===== src/rtl/rca_seq_adder_ctrl.sv =====
// rca_seq_adder_ctrl: sequential WIDTH-bit adder built from a single 4-bit
// ripple-carry slice. The slice is reused once per cycle, least-significant
// nibble first, with the carry held in a register between cycles.
// Handshake: in_valid/in_ready to accept an operation, out_valid/out_ready
// to deliver the result. The FSM runs IDLE -> RUN (NSLICE cycles) -> DONE.
module rca_seq_adder_ctrl #(
    parameter int WIDTH = 16
) (
    input  logic             clk,
    input  logic             rst_n,
    input  logic             in_valid,
    output logic             in_ready,
    input  logic [WIDTH-1:0] a,
    input  logic [WIDTH-1:0] b,
    input  logic             c_in,
    output logic             out_valid,
    input  logic             out_ready,
    output logic [WIDTH-1:0] sum,
    output logic             c_out,
    output logic             busy
);

    // Number of 4-bit slices per operation and the width of the slice index.
    localparam int NSLICE = WIDTH / 4;
    localparam int KW     = (NSLICE > 1) ? $clog2(NSLICE) : 1;
    localparam logic [KW-1:0] K_LAST = KW'(NSLICE - 1);

    typedef enum logic [1:0] {
        ST_IDLE = 2'd0,
        ST_RUN  = 2'd1,
        ST_DONE = 2'd2
    } state_t;

    state_t            state_q,     state_d;
    logic [KW-1:0]     k_q,         k_d;
    logic              carry_q,     carry_d;
    logic [WIDTH-1:0]  sum_q,       sum_d;
    logic              c_out_q,     c_out_d;
    logic              in_ready_q,  in_ready_d;
    logic              out_valid_q, out_valid_d;
    logic              busy_q,      busy_d;

    // Captured operands; pure data, only loaded on acceptance.
    logic [WIDTH-1:0]  a_q;
    logic [WIDTH-1:0]  b_q;

    logic              accept;
    logic [3:0]        slice_a;
    logic [3:0]        slice_b;
    logic [4:0]        slice_res;

    // 4-bit ripple-carry adder: four full adders chained through the carry.
    // Returns {carry_out, sum[3:0]}.
    function automatic logic [4:0] rca4(input logic [3:0] x,
                                        input logic [3:0] y,
                                        input logic       ci);
        logic [3:0] s;
        logic       c;
        c = ci;
        for (int i = 0; i < 4; i++) begin
            s[i] = x[i] ^ y[i] ^ c;
            c    = (x[i] & y[i]) | (c & (x[i] ^ y[i]));
        end
        return {c, s};
    endfunction

    // Acceptance only happens from IDLE; inputs are ignored in every other state.
    assign accept    = (state_q == ST_IDLE) && in_valid;

    // The single shared slice, fed by the nibble selected by the slice index.
    assign slice_a   = a_q[4*k_q +: 4];
    assign slice_b   = b_q[4*k_q +: 4];
    assign slice_res = rca4(slice_a, slice_b, carry_q);

    // Next-state, datapath update and registered-output decode.
    always_comb begin
        state_d = state_q;
        k_d     = k_q;
        carry_d = carry_q;
        sum_d   = sum_q;
        c_out_d = c_out_q;

        case (state_q)
            ST_IDLE: begin
                if (in_valid) begin
                    state_d = ST_RUN;
                    k_d     = '0;
                    carry_d = c_in;
                end
            end
            ST_RUN: begin
                sum_d[4*k_q +: 4] = slice_res[3:0];
                carry_d           = slice_res[4];
                if (k_q == K_LAST) begin
                    state_d = ST_DONE;
                    c_out_d = slice_res[4];
                    k_d     = '0;
                end else begin
                    k_d = k_q + 1'b1;
                end
            end
            ST_DONE: begin
                // Result is held until the consumer takes it; no new
                // acceptance is possible on the edge that leaves DONE.
                if (out_ready) begin
                    state_d = ST_IDLE;
                end
            end
            default: begin
                state_d = ST_IDLE;
            end
        endcase

        // Handshake outputs are registered, decoded from the next state so
        // they line up exactly with the state register.
        in_ready_d  = (state_d == ST_IDLE);
        out_valid_d = (state_d == ST_DONE);
        busy_d      = (state_d != ST_IDLE);
    end

    // FSM, slice index, carry, result and handshake registers.
    always_ff @(posedge clk or negedge rst_n) begin
        if (!rst_n) begin
            state_q     <= ST_IDLE;
            k_q         <= '0;
            carry_q     <= 1'b0;
            sum_q       <= '0;
            c_out_q     <= 1'b0;
            in_ready_q  <= 1'b1;
            out_valid_q <= 1'b0;
            busy_q      <= 1'b0;
        end else begin
            state_q     <= state_d;
            k_q         <= k_d;
            carry_q     <= carry_d;
            sum_q       <= sum_d;
            c_out_q     <= c_out_d;
            in_ready_q  <= in_ready_d;
            out_valid_q <= out_valid_d;
            busy_q      <= busy_d;
        end
    end

    // Operand capture on acceptance; later changes on a/b are not seen.
    always_ff @(posedge clk) begin
        if (accept) begin
            a_q <= a;
            b_q <= b;
        end
    end

    assign in_ready  = in_ready_q;
    assign out_valid = out_valid_q;
    assign busy      = busy_q;
    assign sum       = sum_q;
    assign c_out     = c_out_q;

endmodule

===== config.mk =====
export PLATFORM = sky130hd
export DESIGN_NAME = rca_seq_adder_ctrl
export DESIGN_NICKNAME = d
export VERILOG_FILES = /design/src/rtl/rca_seq_adder_ctrl.sv
export SDC_FILE = /design/constraint.sdc
export NUM_CORES = 1
export LEC_CHECK = 0
export BUFFER_PORTS_ARGS = -buffer_cell sky130_fd_sc_hd__buf_2
export CAP_MARGIN = 20
export CORE_MARGIN = 5
export CORE_UTILIZATION = 40
export CTS_BUF_LIST = sky130_fd_sc_hd__clkbuf_8
export DETAILED_ROUTE_END_ITERATION = 10
export HOLD_SLACK_MARGIN = 0.05
export SYNTH_ARGS = -nofsm -noshare
export SYNTH_HDL_FRONTEND = slang
export SYNTH_SLANG_ARGS = --single-unit

===== constraint.sdc =====
create_clock -name clk -period 5.1 [get_ports clk]
set_clock_uncertainty 0.15 [all_clocks]
set_input_delay 0.765 -clock clk [delete_from_list [all_inputs] [get_ports clk]]
set_output_delay 0.765 -clock clk [all_outputs]
set_load 0.03 [all_outputs]

# Word-level counts from Yosys, hierarchy flattened
# Index checks and enable logic that the tools add are counted.
# Widths: inputs -> output; s select.
[totals] inputBits=37 word_cells=58 output_inout_bits=20 ff_bits=57
[op_classes] n_addsub=2 bitwise=20 n_reduce_logical=7 shifts=4 muxes=10 n_eq_ne=5
[op_table] operator="$neg 4->34" n=1
[op_table] operator="$shift 4x34->16 const A" n=1
[op_table] operator="$shiftx 4x34->16" n=1
[op_table] operator="$shiftx 16x5->4" n=2
[op_table] operator="$bwmux 16" n=1
[op_table] operator="$mux 2" n=5
[op_table] operator="$and 1x1->1" n=8
[op_table] operator="$xor 1x1->1" n=8
[op_table] operator="$eq 2x2->1 const B" n=3
[op_table] operator="$pmux 2 s3" n=1
[op_table] operator="$logic_not 2->1" n=2
[op_table] operator="$or 1x1->1" n=4
[op_table] operator="$pmux 2 s2" n=1
[op_table] operator="$reduce_and 2->1" n=2
[op_table] operator="$reduce_bool 2->1" n=2
[op_table] operator="$add 2x1->2 const B" n=1
[op_table] operator="$eq 2x1->1 const B" n=1
[op_table] operator="$ne 2x2->1 const B" n=1
[op_table] operator="$pmux 1 s2" n=1
[op_table] operator="$logic_and 1x1->1" n=1
[op_table] operator="$mux 1" n=1

# Longest topological paths before layout
[logic_depth] ltp_word=11 depth_mapped=12 ltp_nobuf=11

# Worst setup path after synthesis
# No wires, ideal clock.
[synth_path] path_kind="input-to-reg" start="in in_valid" end="reg a_q[0] (enable)" path_stages=1 path_buffers=0 path_slack_ps=1347 setup_ps=468 t_arrival_ps=3135 required_ps=4482 path_cell_list="nor3b_1"
[synth_via] elab_chain_len=1
[synth_lines] element="start: declaration" line_no="11" source="input logic in_valid,"
[synth_lines] element="$logic_and 1x1->1" line_no="68" source="assign accept = (state_q == ST_IDLE) && in_valid;"
[synth_lines] element="end signal: assignment" line_no="147" source="a_q <= a;"
[synth_lines] element="end: declaration" line_no="44" source="logic [WIDTH-1:0] a_q;"
# No other way between the ends.
# A chain may end at the register's enable or synchronous reset.

# Worst setup path after layout
[layout_path] start="reg k_q[0]" end="reg sum_q[3] (netlist: sum[3])"
[layout_via] elab_chain_len=11 elab_cells_between_ends=23 classes_between="1 x add/sub; 4 x shift; 1 x mux; 17 x bitwise"
[layout_lines] element="start: declaration" line_no="35" source="logic [KW-1:0] k_q, k_d;"
[layout_lines] element="start signal: assignment" line_no="134" source="k_q <= k_d;"
[layout_lines] element="$shiftx 16x5->4 (on tied branches)" line_no="71, 72"
[layout_lines] element="$xor 1x1->1" line_no="61, 62"
[layout_lines] element="$and 1x1->1" line_no="62" source="c = (x[i] & y[i]) | (c & (x[i] ^ y[i]));"
[layout_lines] element="$or 1x1->1" line_no="62"
[layout_lines] element="$and 1x1->1" line_no="62"
[layout_lines] element="$or 1x1->1" line_no="62"
[layout_lines] element="$and 1x1->1" line_no="62"
[layout_lines] element="$or 1x1->1" line_no="62"
[layout_lines] element="$xor 1x1->1" line_no="61" source="s[i] = x[i] ^ y[i] ^ c;"
[layout_lines] element="$shiftx 4x34->16" line_no="92" source="sum_d[4*k_q +: 4] = slice_res[3:0];"
[layout_lines] element="$bwmux 16 (*)" line_no="92"
[layout_lines] element="end signal: assignment" line_no="136" source="sum_q <= sum_d;"
[layout_lines] element="end: declaration" line_no="37" source="logic [WIDTH-1:0] sum_q, sum_d;"
# Every way passes the cells marked *; elsewhere a longest branch is shown, timed or not.

==> impl_metrics.json <==
{
  "status": "finished, final reports clean",
  "synth-seq-area-share": 0.653,
  "p_switching_w": 0.000740,
  "synth_flop_cell": "edfxtp_1",
  "drive_above_1_share": 0.414,
  "rows": 28,
  "viasPerCell": 4.78,
  "period_share": 0.649,
  "tns_ns": 0,
  "start_util": 0.411,
  "yosys.area.top_type": "edfxtp_1",
  "antenna_found_initial": 0,
  "grt_pass1_vias": 1478,
  "cp.arrival_ns": 3.38,
  "ys_types": 37,
  "die_w_um": 88.0,
  "worstSkewPairLatency_ns": 0.34,
  "cts_hold_buf": 0,
  "cts_setup_buffers": 0,
  "numCtsBuffers": 9,
  "syn_to_final_growth_pct": 22.4,
  "nets": 262,
  "drc_errors": 0,
  "syn-mean-instance-area_sq_um": 16.2,
  "cts_resized": 0,
  "critical_path_required_ns": 5.17,
  "synth_top_cell_area_share": 0.395,
  "firstDrtPassIters": 4,
  "hp-class": "primary input to async pin",
  "grt_max_degree": 33,
  "finalNonFillerCells": 295,
  "rsz0062_at_grt": "no",
  "crit_fanout": 10,
  "clockBufferDepth": 2,
  "syn_nets": 197,
  "power_w": 0.00190,
  "internal_power_w": 0.00116,
  "endpoint_kind": "register",
  "grt_first_pass_wirelength_um": 7290,
  "htreeDepth": 3,
  "synthArstFlopShare": 0.439,
  "period_needed_ns": 3.31,
  "grt_usage": 0.132,
  "slew_headroom": 0.634,
  "synth_cells": 150,
  "setup_viol": 0,
  "start_kind": "register",
  "swShare": 0.390,
  "r2r_start": "k_q[0]",
  "grt_overflow": 0,
  "clkPwrFrac": 0.212,
  "wl_per_cell_um": 14.3,
  "place_hpwl_um": 3180,
  "vias": 1410,
  "cts_tree": "built",
  "seqPwrFrac": 0.371,
  "gp_congestion": 0.768,
  "max-vdd-ir-drop_mv": 0.281,
  "post_dp_cell_area_sq_mm": 0.00278,
  "tightestPinTransition_ns": 0.548,
  "fmax_mhz": 302,
  "io_pins": 57,
  "power_density_mw_per_mm2": 638,
  "wirelength_um": 4230,
  "power.leakage_nw": 1.30,
  "yosys_register_bits": 57,
  "clockRootBuffer": "clkbuf_8",
  "place_inst": 279,
  "die_h_um": 88.0,
  "regToRegSetupSlack_ns": 1.79,
  "clock_sinks": 57,
  "dieArea_sq_mm": 0.00774,
  "worstSetupPathType": "register to register",
  "synth_edf_count": 32,
  "antenna_cells": 0,
  "io_buffers": 56,
  "synthTopCellsByArea": "edfxtp_1 40%, dfrtp_1 25%, mux4_2 7.4%, fa_1 3.3%, ha_1 3.1%",
  "first_iter_violations": 82,
  "report.final.slew_viol_count": 0,
  "final_cell_area_sq_mm": 0.00298,
  "fillers": 535,
  "yosysWarnings": 0,
  "r2r-end": "sum[3]",
  "reg2reg_depth": 11,
  "core_area_sq_mm": 0.00592,
  "cap_violations": 0,
  "hold_viol_final": 0,
  "detail-route-antenna-nets": 0,
  "netlist_area_sq_mm": 0.00243,
  "clk_pin_slew_ns": 0.06,
  "combPwrFrac": 0.417
}
[layout make-up]
class | instances | area [sq um] | area share
Sequential cell | 57 | 1590 | 0.534
Multi-Input combinational cell | 77 | 759 | 0.255
Timing Repair Buffer | 58 | 295 | 0.0992
Clock buffer | 9 | 124 | 0.0416
Tap cell | 75 | 93.8 | 0.0315
Clock inverter | 7 | 70.1 | 0.0235
Inverter | 12 | 45.0 | 0.0151
[worst max-delay path by stage]
stage / from / endpoint / slack, ns
floorplan: in_valid / a_q[0] / 1.35
global placement: k_q[0] / sum[7] / 1.82
detailed placement: k_q[0] / sum[7] / 1.76
CTS: k_q[0] / sum[7] / 1.74
global route: k_q[0] / sum[7] / 1.52
finish: k_q[0] / sum[3] / 1.79
[synthesized netlist by cell type (2+ instances only)]
cell / n
inv_1: 10
nand3_1: 3
fa_1: 4
mux4_2: 8
a22o_1: 5
edfxtp_1: 32
ha_1: 6
dfrtp_1: 24
o31ai_1: 2
nor3b_1: 2
o2bb2ai_1: 4
o31ai_2: 2
nand2b_1: 3
inv_2: 2
nand2_1: 16
o21ai_1: 5
a21oi_1: 2
[stage by stage]
stage | hold slack (ns) | setup slack [ns] | util
after floorplan | 0.319 | 1.35 | -
after global placement | 0.319 | 1.82 | 0.470
after detailed placement | 0.318 | 1.76 | 0.470
after CTS | 0.266 | 1.74 | 0.503
after global routing | 0.299 | 1.52 | 0.503
final | 0.262 | 1.79 | 0.503
[cells by family after synthesis]
logic type | after synthesis | share of synthesized area
buffers and inverters | 16 | 0.0365
multiplexers | 9 | 0.0787
AO/OA/AOI/OAI | 22 | 0.0695
adder cells (fa/ha/maj) | 10 | 0.0638
flip-flops | 57 | 0.653
AND/OR/NAND/NOR | 36 | 0.0983
[flip-flops by register name, summed over array words and instances, names as in the netlist]
name	cells
a_q	16
b_q	16
sum	16
k_q	2
state_q	2
busy	1
c_out	1
carry_q	1
in_ready	1
out_valid	1
[power groups by stage]
stage / combinational (W) / clock [W] / sequential (W)
detailed placement: 0.000807 / 0 / 0.000717
global route: 0.000882 / 0.000441 / 0.000723
CTS: 0.000810 / 0.000419 / 0.000709
floorplan: 0.000540 / 0 / 0.000775
global placement: 0.000805 / 0 / 0.000716
finish: 0.000793 / 0.000402 / 0.000704
[cell usage in the layout (no fill, tap or decap), types with 5 or more instances in the layout]
master    Yosys  final
buf_2         1     56
edfxtp_1     32     32
dfrtp_1      24     24
nand2_1      16     16
inv_1        10     10
clkbuf_8      0      9
mux4_2        8      8
ha_1          6      6
o21ai_1       5      5
a22o_1        5      5
[per-layer routing]
layer  vias up  GRT usage  routed length (um)
met4         0     0.0795                 110
met3        11     0.0546                 332
met2        47      0.200                2080
met5         -          0                   0
li1        687          -                   -
met1       665      0.156                1720
[worst max-delay path, stage by stage (launching register included)]
cell and delay [ns]:
dfrtp_1 0.54, buf_4 0.29, mux4_2 0.52, inv_1 0.09
fa_1 0.16, inv_1 0.05, fa_1 0.35, inv_1 0.07
fa_1 0.16, inv_1 0.05, fa_1 0.53, a22o_1 0.24
Power figures use the tool's default switching activity.
